**src/rtl/sub_pkg.sv**
```systemverilog
// ============================================================================
// Module   : sub_pkg
// Purpose  : Shared width, word and result types for the subtractor slice.
// Revision : 1.0
// ============================================================================
`default_nettype none

package sub_pkg;

  localparam int SUB_WIDTH = 4;

  typedef logic [SUB_WIDTH-1:0] sub_word_t;

  typedef struct packed {
    sub_word_t diff;
    logic      borrow;
  } sub_result_t;

  // Packs a WIDTH+1 bit {borrow, diff} vector into the result struct.
  function automatic sub_result_t sub_pack(input logic [SUB_WIDTH:0] bw_diff);
    sub_result_t r;
    r.diff   = bw_diff[SUB_WIDTH-1:0];
    r.borrow = bw_diff[SUB_WIDTH];
    return r;
  endfunction

endpackage

`default_nettype wire

```
**src/rtl/full_subtractor.sv**
```systemverilog
// ============================================================================
// Module   : full_subtractor
// Purpose  : 1-bit full subtractor cell: d = a - b - bin, with borrow out.
// Revision : 1.0
// ============================================================================
`default_nettype none

module full_subtractor (
  input  logic a,
  input  logic b,
  input  logic bin,
  output logic d,
  output logic bout
);

  logic w_axb;

  assign w_axb = a ^ b;
  assign d     = w_axb ^ bin;
  // Borrow when b exceeds a outright, or when a==b and a borrow arrives.
  assign bout  = (~a & b) | (~w_axb & bin);

endmodule

`default_nettype wire

```
**src/rtl/subtractor_4bit.sv**
```systemverilog
// ============================================================================
// Module   : subtractor_4bit
// Purpose  : Registered ripple-borrow subtractor, diff = a - b - borrow_in.
// Revision : 1.0
// ============================================================================
`default_nettype none

module subtractor_4bit
  import sub_pkg::*;
#(
  parameter int WIDTH = SUB_WIDTH
) (
  input  logic             clk,
  input  logic             rst,
  input  logic             in_valid,
  input  logic [WIDTH-1:0] a,
  input  logic [WIDTH-1:0] b,
  input  logic             borrow_in,
  output logic [WIDTH-1:0] diff,
  output logic             borrow_out,
  output logic             out_valid
);

  logic [WIDTH:0]   w_bw;
  logic [WIDTH-1:0] w_diff;

  logic [WIDTH-1:0] r_diff;
  logic             r_borrow;
  logic             r_valid;

  assign w_bw[0] = borrow_in;

  for (genvar i = 0; i < WIDTH; i++) begin : g_cell
    full_subtractor u_fs (
      .a   (a[i]),
      .b   (b[i]),
      .bin (w_bw[i]),
      .d   (w_diff[i]),
      .bout(w_bw[i+1])
    );
  end

  // Result registers only load on valid input so idle operands never leak in.
  always_ff @(posedge clk) begin
    if (rst) begin
      r_diff   <= '0;
      r_borrow <= 1'b0;
      r_valid  <= 1'b0;
    end else begin
      r_valid <= in_valid;
      if (in_valid) begin
        r_diff   <= w_diff;
        r_borrow <= w_bw[WIDTH];
      end
    end
  end

  assign diff       = r_diff;
  assign borrow_out = r_borrow;
  assign out_valid  = r_valid;

endmodule

`default_nettype wire

```
**config.mk**
```make
export PLATFORM = sky130hd
export DESIGN_NAME = subtractor_4bit
export DESIGN_NICKNAME = d
export VERILOG_FILES = /design/src/rtl/sub_pkg.sv /design/src/rtl/full_subtractor.sv /design/src/rtl/subtractor_4bit.sv
export SDC_FILE = /design/constraint.sdc
export NUM_CORES = 1
export LEC_CHECK = 0
export CAP_MARGIN = 20
export CORE_AREA = 3 3 40 42
export DETAILED_ROUTE_END_ITERATION = 8
export DIE_AREA = 0 0 43 45
export GPL_TIMING_DRIVEN = 0
export PLACE_DENSITY_LB_ADDON = 0.3
export SLEW_MARGIN = 25
export SYNTH_ARGS = -nofsm -noshare
export SYNTH_HDL_FRONTEND = slang
export SYNTH_SLANG_ARGS = --single-unit
```
**constraint.sdc**
```tcl
create_clock -name clk -period 5.4 [get_ports clk]
set_input_delay 1.08 -clock clk [delete_from_list [all_inputs] [get_ports clk]]
set_output_delay 1.08 -clock clk [all_outputs]
set_load 0.005 [all_outputs]
```
# --- After elaboration in Yosys (flattened, before gate mapping) ---
# Index checks and enable logic that the tools add are counted.
totals:
  elab_cells: 31
  ff_bits: 6
  input_bits: 12
op_classes:
  bitwise_logic: 28
ops:
  columns: ["operator", "n"]
  rows:
  - ["1-bit AND", 8]
  - ["1-bit inverter", 8]
  - ["1-bit XOR", 8]
  - ["1-bit bitwise OR", 4]

# --- Longest topological paths before layout ---
# Gate-level depths: netlist of run 1.
logic_depth:
  depth_word: 10
  mapped_depth: 9
  mapped_depth_nobuf: 9

# --- Cells and area by module ---
# From an unflattened synthesis of run 1, not the netlist that was laid out.
unflattened:
  cells_unflattened: 34
  hier_area_um2: 331.6
modules_own_cells:
  columns: ["module", "cells_per_inst", "instances", "area_each_um2", "seq_area_each_um2"]
  rows:
  - ["subtractor_4bit", 18, 1, 206.4, 120.1]
  - ["full_subtractor", 4, 4, 31.3, 0.0]

# --- Least setup slack after synthesis of run 1 ---
# No wires, ideal clock.
synth_path:
  kind: "input to register"
  start: "input port b[0]"
  end: "register r_diff[3] (netlist: diff[3])"
  path_slack_ns: 2.602
  arrival_time_ns: 2.684
  stages: 9
  n_path_buf: 0
  path_cell_list: "inv_1 fa_1 inv_1 fa_1 fa_1 inv_1 fa_1 mux2i_1 nor2_1"
synth_between:
  elab_chain_cells: 9
  word_cells_on_any_way: 10
  cone_classes: "bitwise (10)"
synth_lines:
  columns: ["item", "line_no", "rtl"]
  rows:
  - ["start: declaration", "subtractor_4bit.sv:17", "input logic [WIDTH-1:0] b,"]
  - ["1-bit XOR", "full_subtractor.sv:18", "assign w_axb = a ^ b;"]
  - ["1-bit inverter", "full_subtractor.sv:21", "assign bout = (~a & b) | (~w_axb & bin);"]
  - ["1-bit AND", "full_subtractor.sv:21", null]
  - ["1-bit bitwise OR (*)", "full_subtractor.sv:21", null]
  - ["1-bit AND (*)", "full_subtractor.sv:21", null]
  - ["1-bit bitwise OR (*)", "full_subtractor.sv:21", null]
  - ["1-bit AND (*)", "full_subtractor.sv:21", null]
  - ["1-bit bitwise OR (*)", "full_subtractor.sv:21", null]
  - ["1-bit XOR (*)", "full_subtractor.sv:19", "assign d = w_axb ^ bin;"]
  - ["named net g_cell[3].u_fs.d", "full_subtractor.sv:12", "output logic d,"]
  - ["end signal: assignment", "subtractor_4bit.sv:52", "r_diff <= w_diff;"]
  - ["end: declaration", "subtractor_4bit.sv:27", "logic [WIDTH-1:0] r_diff;"]
# Mark *: on every way through the listed nets, which the timed path passes. The rest lies on a longest branch.
# A chain may end at the register's enable or synchronous reset.

# --- Worst setup path in the final report of run 1 ---
layout_path:
  start: "input port a[0]"
  end: "register r_diff[3] (netlist: diff[3])"
layout_between:
  elab_chain_cells: 9
  word_cells_on_any_way: 11
  cone_classes: "bitwise (11)"
layout_lines:
  columns: ["item", "line_no", "rtl"]
  rows:
  - ["start: declaration", "subtractor_4bit.sv:16", "input logic [WIDTH-1:0] a,"]
  - ["1-bit XOR", "full_subtractor.sv:18", null]
  - ["1-bit inverter", "full_subtractor.sv:21", null]
  - ["1-bit AND", "full_subtractor.sv:21", null]
  - ["1-bit bitwise OR (*)", "full_subtractor.sv:21", null]
  - ["1-bit AND (*)", "full_subtractor.sv:21", null]
  - ["1-bit bitwise OR (*)", "full_subtractor.sv:21", null]
  - ["1-bit AND (*)", "full_subtractor.sv:21", null]
  - ["1-bit bitwise OR (*)", "full_subtractor.sv:21", null]
  - ["1-bit XOR (*)", "full_subtractor.sv:19", null]
  - ["named net g_cell[3].u_fs.d", "full_subtractor.sv:12", null]
# Marks and branches as above.

==> results of run 1 <==
registers in the layout, indices dropped and copies added (netlist names):
register,count
out_valid,1
diff,4
borrow_out,1
power breakdown:
group | switching [mW] | total (mW) | internal, mW
clock network | 0.0150 | 0.0400 | 0.0251
registers | 0.00170 | 0.0501 | 0.0484
logic | 0.0101 | 0.0292 | 0.0192
worst min-delay path, stage by stage (launching register included):
cell and delay (ns):
dfxtp_1 0.30, nor2_1 0.08, a211oi_1 0.05
how the worst min path moves through the flow:
stage | startpoint | to | slack, ns | cells past startpoint
floorplan | borrow_out | borrow_out | 0.47 | 2
global placement | borrow_out | borrow_out | 0.47 | 2
detailed placement | diff[2] | diff[2] | 0.47 | 2
CTS | diff[2] | diff[2] | 0.48 | 2
global route | diff[2] | diff[2] | 0.52 | 2
finish | borrow_out | borrow_out | 0.47 | 2
cell type report:
cell class	instances	area share
plain buffers	1	0.0222
multi-input cells	15	0.291
well taps	15	0.0370
clock buffers	3	0.0444
flip-flops and latches	6	0.237
inverters	7	0.0519
repair buffers	16	0.316
through the flow:
stage          utilization  total power, mW  hold WS [ns]  cells  area, sq um
2_1_floorplan            -           0.0628         0.469     29          305
3_3_place_gp         0.377           0.0808         0.470     60          484
3_5_place_dp         0.377           0.0810         0.474     60          484
4_1_cts              0.394            0.123         0.480     63          507
5_1_grt              0.394            0.126         0.524     63          507
6_report             0.394            0.119         0.475     63          507
kinds of logic (layout without fill, tap and decap cells):
kind of cell | after synthesis | count (layout) | synth area share
DFF | 6 | 6 | 0.393
muxes | 2 | 2 | 0.0656
buffers and inverters | 8 | 27 | 0.123
adders and majority gates | 4 | 4 | 0.262
AOI/OAI and AO/OA | 3 | 3 | 0.0738
and+or+nand+nor | 6 | 6 | 0.0820
placed cells by master, fill, tap and decap left out:
cell type	instances
fa_1	4
mux2i_1	2
a211oi_1	3
nor2_1	5
inv_1	7
clkbuf_4	3
dfxtp_1	6
nor2b_1	1
buf_6	1
clkdlybuf4s50_1	16
metal layers:
metal,GRT usage,vias up,share of wire
li1,-,126,-
met1,0.0835,98,0.42
met2,0.0778,8,0.52
met3,0,0,0.061
met4,0.0904,0,0
met5,0,-,0
==> flow_summary.toml, run 1 <==
[run_status]
status = "finished clean"

[yosys]
synth_top_area_cell = "dfxtp_1"
synthTopCellsByCount = "7 x inv_1, 6 x dfxtp_1, 5 x nor2_1"
synth_cells = 29
yosysUniqueCellTypes = 8
synth_flop_cell = "dfxtp_1"
synthArstFlopShare = 0
synth_nets = 45
synth_top_area_frac = 0.393
synth.avg_cell_area_sq_um = 10.5
yosysSeqAreaShare = 0.393
synth_edf_count = 0
synthTopCellsByArea = "dfxtp_1 39%, fa_1 26%, inv_1 8.6%, a211oi_1 7.4%, mux2i_1 6.6%"
ys_seq_elements = 6
yosysWarnings = 0
yosys.cell_count.top_type = "inv_1"
synthesis.area_sq_um = 305

[worst_setup_path]
crit_end = "diff[3]"
crit_buf_inv = 3
crit_slowest_cell = "clkdlybuf4s50_1"
start_kind = "input pin"
critPathMostFrequentCell = "fa_1"
critPathLaunch = "a[0]"
r2r_end = "diff[1]"
slowest_delay_ns = 0.48
path_cells = "clkdlybuf4s50_1, fa_1, inv_1, fa_1, fa_1, inv_1, fa_1, mux2i_1, nor2_1"
arrival_ns = 3.17
r2r_slack_ns = 4.79
cp.depth = 9
worstSetupEndpointType = "flip-flop"
r2r-start = "diff[1]"
rr_worst_depth = 2
crit_type = "input pin to flip-flop"
cp.required_ns = 5.52
crit_fanout = 1
cp_top_family = "adder cells"

[detailed_routing]
ant_nets = 0
num_vias = 232
via_per_inst = 3.68
drc = 0
dr.pass1.iters = 1
drt_wl_total_um = 543
wl_per_cell_um = 8.62
drtIter0Drc = 0

[timing]
finalHoldViolCount = 0
final-setup-viol-count = 0
tightest_slew_ns = 0.204
fmax_mhz = 328
min_period_ns = 3.05
period_share = 0.565
fin_tns_setup_ns = 0
rsz0062_at_grt = "false"
final_max_slew_viol_count = 0
max-slew-margin-rel = 0.864
fin_skew_ns = 0
fin_ws_ns = 2.35

[place]
place_worst_setup_slack_ns = 2.09
hpwl_um = 467
portBuffers = 16
globalplace.congestion = 0.554

[floorplanning]
boundaryPins = 18
die_y_um = 45
coreArea_sq_um = 1280
initial_core_util = 0.238
die_width_um = 43
row_count = 13
die_area_sq_um = 1940

[clocking]
numCtsBuffers = 3
cts-resized-gates = 0
clock-sinks = 6
cts_tree = "done"
htreeDepth = 1
clkTransAtPathRegs_ns = 0.04
ctsLongestPathBuffers = 2
cts-root-buf = "clkbuf_4"
clk_latency_ns = 0.24
hold_buffers = 0
cts_setup_buffers = 0

[final_layout]
drive_above_1_share = 0.0833
regArea_sq_um = 120
multi_input_area_sq_um = 148
final.fill_count = 125
antennaDiodeCount = 0
nNetsFinal = 66
syn_to_final_growth_pct = 66.0

[power]
power.leakage_nw = 0.223
peakVddDrop_uv = 78.8
power.density_nw_per_um2 = 236

[grt]
grt_pass1_wl_um = 876
grt_antenna_before_repair = 0
first_global_vias = 232
grt_max_degree = 10
overflow = 0
grt_use_total = 0.0629

[flow_run]
drv_cap = 0

[min_path]
hold_path.class = "flip-flop to flip-flop"
(Power assumes the default switching activity.)
==> run 2: changes to the inputs <==
==> constraint.sdc (replaced) <==
create_clock -name clk -period 3 [get_ports clk]
set_input_delay 0.6 -clock clk [delete_from_list [all_inputs] [get_ports clk]]
set_output_delay 0.6 -clock clk [all_outputs]
set_load 0.005 [all_outputs]
==> results of run 2 <==
Same layout as run 1 (identical final DEF). Status: finished clean.
Among the figures that moved: setup slack after placement 2.09 ns -> 0.167 ns; setup slack after layout 2.35 ns -> 0.428 ns; register-to-register setup slack 4.79 ns -> 2.39 ns; total power 0.119 mW -> 0.215 mW; worst IR drop on VDD 78.8 uV -> 142 uV
==> patch 1: new RTL, config.mk and constraints of run 1 <==
Register the output `out_valid` once more, without a reset; this adds one clock of latency there. The other outputs are not delayed to match.
--- a/src/rtl/subtractor_4bit.sv
+++ b/src/rtl/subtractor_4bit.sv
@@ -57,7 +57,9 @@
 
   assign diff       = r_diff;
   assign borrow_out = r_borrow;
-  assign out_valid  = r_valid;
+  always_ff @(posedge clk) begin
+    out_valid <= r_valid;
+  end
 
 endmodule
 
Behaviour: not the same (Yosys sat finds a counterexample within 4 cycles, from zero or initial values and one cycle with rst high).
==> patch 1 against run 1 <==
  * Clock skew about the same
  * Design area increased by 8.1%
  * Sequential cell count increased by 1
  * Power increased by 16%
  * Worst setup slack improved by 0.0039 ns
  * Routed wire length increased by 13%
  * Global-route usage increased by 1.6 points
  * Critical path depth unchanged
  * Non-clock buffer count unchanged
  * Synthesized area increased by 12%
  * Combinational power increased by 9.9%
  * Critical endpoint unchanged
  * Largest power group unchanged
  * Highest routed layer is now met4
==> patch 1: results (changes against run 1) <==
metric;value;unit;change
r2r endpoint;diff[2];;was diff[1]
Routed WL per cell;9.462;um;was 8.619 um
global-route wire length before repair;1055;um;was 876 um
synth cell count leaders;dfxtp_1 (7), inv_1 (7), fa_1 (4), nor2_1 (4), a211oi_2 (3);;was inv_1 (7), dfxtp_1 (6), nor2_1 (5), fa_1 (4), a211oi_1 (3)
number of flip-flops in the largest register;4;;unchanged
Compound-Gate Fraction of Synth Area;0.1095;;was 0.07377
status;complete, no violations;;unchanged
mux share of post-synthesis cell area;0.05839;;was 0.06557
share of layout cells above drive strength 1;0.1600;;was 0.08333
router iterations before antenna repair;2;;was 1
clk_skew;0.00006362;ns;was 0 ns
nets@finish;67;;was 66
Post-Place Setup Slack;2.077;ns;was 2.087 ns
Hold WS;0.3242;ns;was 0.4749 ns
HPWL after DPL;476.2;um;was 466.6 um
Synth Area in Adders;0.2336;;was 0.2623
Post-Layout Cell Count;65;;was 63
RR Startpoint;diff[2];;was diff[1]
gpl congestion;0.5615;;was 0.5539
HP Start;r_valid;;was borrow_out
worst vdd ir;0.1091;mV;was 0.07884 mV
Leak Pwr;0.2360;nW;was 0.2229 nW
Distinct cells, synth;9;;was 8
post-synthesis net count;46;;was 45
Syn Inst Count;30;;was 29
Area contributors post-synth;dfxtp_1 (41%), fa_1 (23%), a211oi_2 (11%), inv_1 (7.7%), mux2i_1 (5.8%);;was dfxtp_1 (39%), fa_1 (26%), inv_1 (8.6%), a211oi_1 (7.4%), mux2i_1 (6.6%)
Synth warnings;0;;unchanged
Area after DPL;521.8;um^2;was 484.2 um^2
number of global-route vias before repair;253;;was 232
vias per cell;3.769;;was 3.683
cell count of the worst hold path;0;;was 2
Placed Cells;61;;was 60
Fill cells;121;;was 125
Worst Hold End;out_valid;;was borrow_out
Slew HR;0.8135;;was 0.8636
Global Route Usage Sum;0.07886;;was 0.06287
initial drt markers;1;;was 0
R2R setup slack;4.76;ns;was 4.79 ns
-- patch 1: cell count changes after synthesis --
cell / before / now
a211oi_1: 3 / 0
a211oi_2: 0 / 3
dfxtp_1: 6 / 7
nor2_1: 5 / 4
nor2_2: 0 / 1
-- patch 1: final cells by class --
type	count	area [um^2]	share of cell area
sequential	7	140.1	0.2557
clock buffer	4	26.28	0.04795
inverter	7	26.28	0.04795
multi-input combinational	15	165.2	0.3014
tap	15	18.77	0.03425
timing repair buffer	16	160.2	0.2922
buffer	1	11.26	0.02055
-- patch 1: how the worst max path moves through the flow --
stage	start	endpoint	slack, ns
floorplan	b[0]	diff[3]	2.60
global placement	a[0]	diff[3]	2.10
detailed placement	a[0]	diff[3]	2.08
CTS	a[0]	diff[3]	2.35
global route	a[0]	diff[3]	2.24
finish	a[0]	diff[3]	2.35
-- patch 1: critical path: stages --
cell and delay [ns]:
clkdlybuf4s50_1 0.48, fa_1 0.17, inv_1 0.05, fa_1 0.37, fa_1 0.36, inv_1 0.07
fa_1 0.40, mux2i_1 0.14, nor2_1 0.05
-- patch 1: cells by family after synthesis --
family,count (synthesis)
buffers and inverters,8
flip-flops,7
AND/OR/NAND/NOR,6
adder cells (fa/ha/maj),4
AO/OA/AOI/OAI,3
multiplexers,2
-- patch 1: power breakdown --
part           internal [mW]  switching (mW)
registers             0.0561         0.00203
logic                 0.0204          0.0117
clock network         0.0282          0.0196
total                  0.105          0.0334
-- patch 1: routing by layer --
layer	GRT usage	wire length, um
met1	0.09113	259
met4	0.05422	8
met5	0	0
met2	0.1018	285
met3	0.05578	62
==> patch 2: new RTL, settings of run 1 <==
Made on the original files. The package constant `SUB_WIDTH` goes from 4 to 5.
--- a/src/rtl/sub_pkg.sv
+++ b/src/rtl/sub_pkg.sv
@@ -7,7 +7,7 @@
 
 package sub_pkg;
 
-  localparam int SUB_WIDTH = 4;
+  localparam int SUB_WIDTH = 5;
 
   typedef logic [SUB_WIDTH-1:0] sub_word_t;
 
Interface: changed (resized a, b and diff); port bits go from 18 to 21. The function was not compared with the original's and may differ.
==> patch 2 against run 1 <==
  * Sequential share of layout area decreased by 1.1 points
  * Synthesized area grew 23%
  * Routed wire length increased by 22%
  * Design area up 22%
  * Worst setup slack lost 0.45 ns
  * Count of clock-buffer cells in the layout increased by 1
  * Die area unchanged
  * Sequential cell count is 1 higher
  * Power up 21%
  * Via count up 28%
  * Non-clock buffer count is 4 higher
==> patch 2: results (changes against run 1) <==
metric;value;unit;change
status;complete, no violations;;unchanged
Hold WS;0.4910;ns;was 0.4749 ns
Clock Sinks;7;;was 6
number of global-route vias before repair;265;;was 232
PortBufs;20;;was 16
Area contributors post-synth;dfxtp_1 (37%), fa_1 (27%), a211oi_2 (10%), inv_1 (8.0%), nor2_1 (6.0%);;was dfxtp_1 (39%), fa_1 (26%), inv_1 (8.6%), a211oi_1 (7.4%), mux2i_1 (6.6%)
post-CTS sizing;0;;unchanged
synth cell count leaders;inv_1 (8), dfxtp_1 (7), nor2_1 (6), fa_1 (5), a211oi_2 (3);;was inv_1 (7), dfxtp_1 (6), nor2_1 (5), fa_1 (4), a211oi_1 (3)
gpl congestion;0.5770;;was 0.5539
HP Start;diff[1];;was borrow_out
M3 GR Usage;0.07171;;was 0
routed wl met2;314;um;was 282 um
R2R setup slack;4.78;ns;was 4.79 ns
HPWL after DPL;555.7;um;was 466.6 um
WL final;663;um;was 543 um
Pint;109.3;uW;was 92.66 uW
number of flip-flops in the largest register;5;;was 4
share of layout cells above drive strength 1;0.1207;;was 0.08333
nets@finish;78;;was 66
worst vdd ir;0.1213;mV;was 0.07884 mV
Top Layer Used;met4;;was met3
CP arrival;3.63;ns;was 3.17 ns
largest net degree at the start of global routing;11;;was 10
GR Layer Usage met2;0.1168;;was 0.07784
GR Layer Usage met1;0.09877;;was 0.08354
Worst Hold End;diff[1];;was borrow_out
vias after detailed routing;297;;was 232
Metal-1 WL;257;um;was 227 um
Area after DPL;594.3;um^2;was 484.2 um^2
post-synthesis sequential area ratio;0.3733;;was 0.3934
met3 WL;81;um;was 33 um
global-route wire length before repair;1138;um;was 876 um
Fill cells;139;;was 125
Global Route Usage Sum;0.08648;;was 0.06287
Distinct cells, synth;9;;was 8
Slew HR;0.7905;;was 0.8636
-- patch 2: logic make-up after synthesis --
| family | synth area share |
|---|---|
| flops | 0.3733 |
| buf+inv | 0.1100 |
| simple gates | 0.07667 |
| mux | 0.05334 |
| fa+ha+maj | 0.2667 |
| compound gates | 0.1200 |
-- patch 2: power by group through the flow --
stage / Combinational, mW / Clock, mW / Sequential (mW)
4_1_cts: 0.0395 / 0.0503 / 0.0586
6_report: 0.0386 / 0.0475 / 0.0585
2_1_floorplan: 0.0160 / 0 / 0.0601
5_1_grt: 0.0433 / 0.0548 / 0.0592
3_5_place_dp: 0.0394 / 0 / 0.0597
3_3_place_gp: 0.0389 / 0 / 0.0595
-- patch 2: cell type report --
type                       count  area share
sequential                     7      0.2258
clock buffer                   4     0.04234
multi-input combinational     18      0.3125
tap                           15     0.03024
timing repair buffer          20      0.3226
inverter                       8     0.04839
buffer                         1     0.01815
-- patch 2: stage by stage --
| step | setup WS, ns | utilization | cells | power [mW] |
|---|---|---|---|---|
| CTS | 1.884 | 0.4830 | 73 | 0.1485 |
| global route | 1.812 | 0.4830 | 73 | 0.1572 |
| finish | 1.900 | 0.4830 | 73 | 0.1446 |
| global placement | 1.650 | 0.4625 | 69 | 0.09840 |
| detailed placement | 1.613 | 0.4625 | 69 | 0.09910 |
| floorplan | 2.222 | - | 34 | 0.07611 |
-- patch 2: worst max-delay path by stage --
stage | to | slack [ns] | depth (start not counted)
floorplan | diff[4] | 2.22 | 10
global placement | diff[4] | 1.65 | 10
detailed placement | diff[4] | 1.61 | 10
CTS | diff[4] | 1.88 | 10
global route | diff[4] | 1.81 | 11
finish | diff[4] | 1.90 | 10
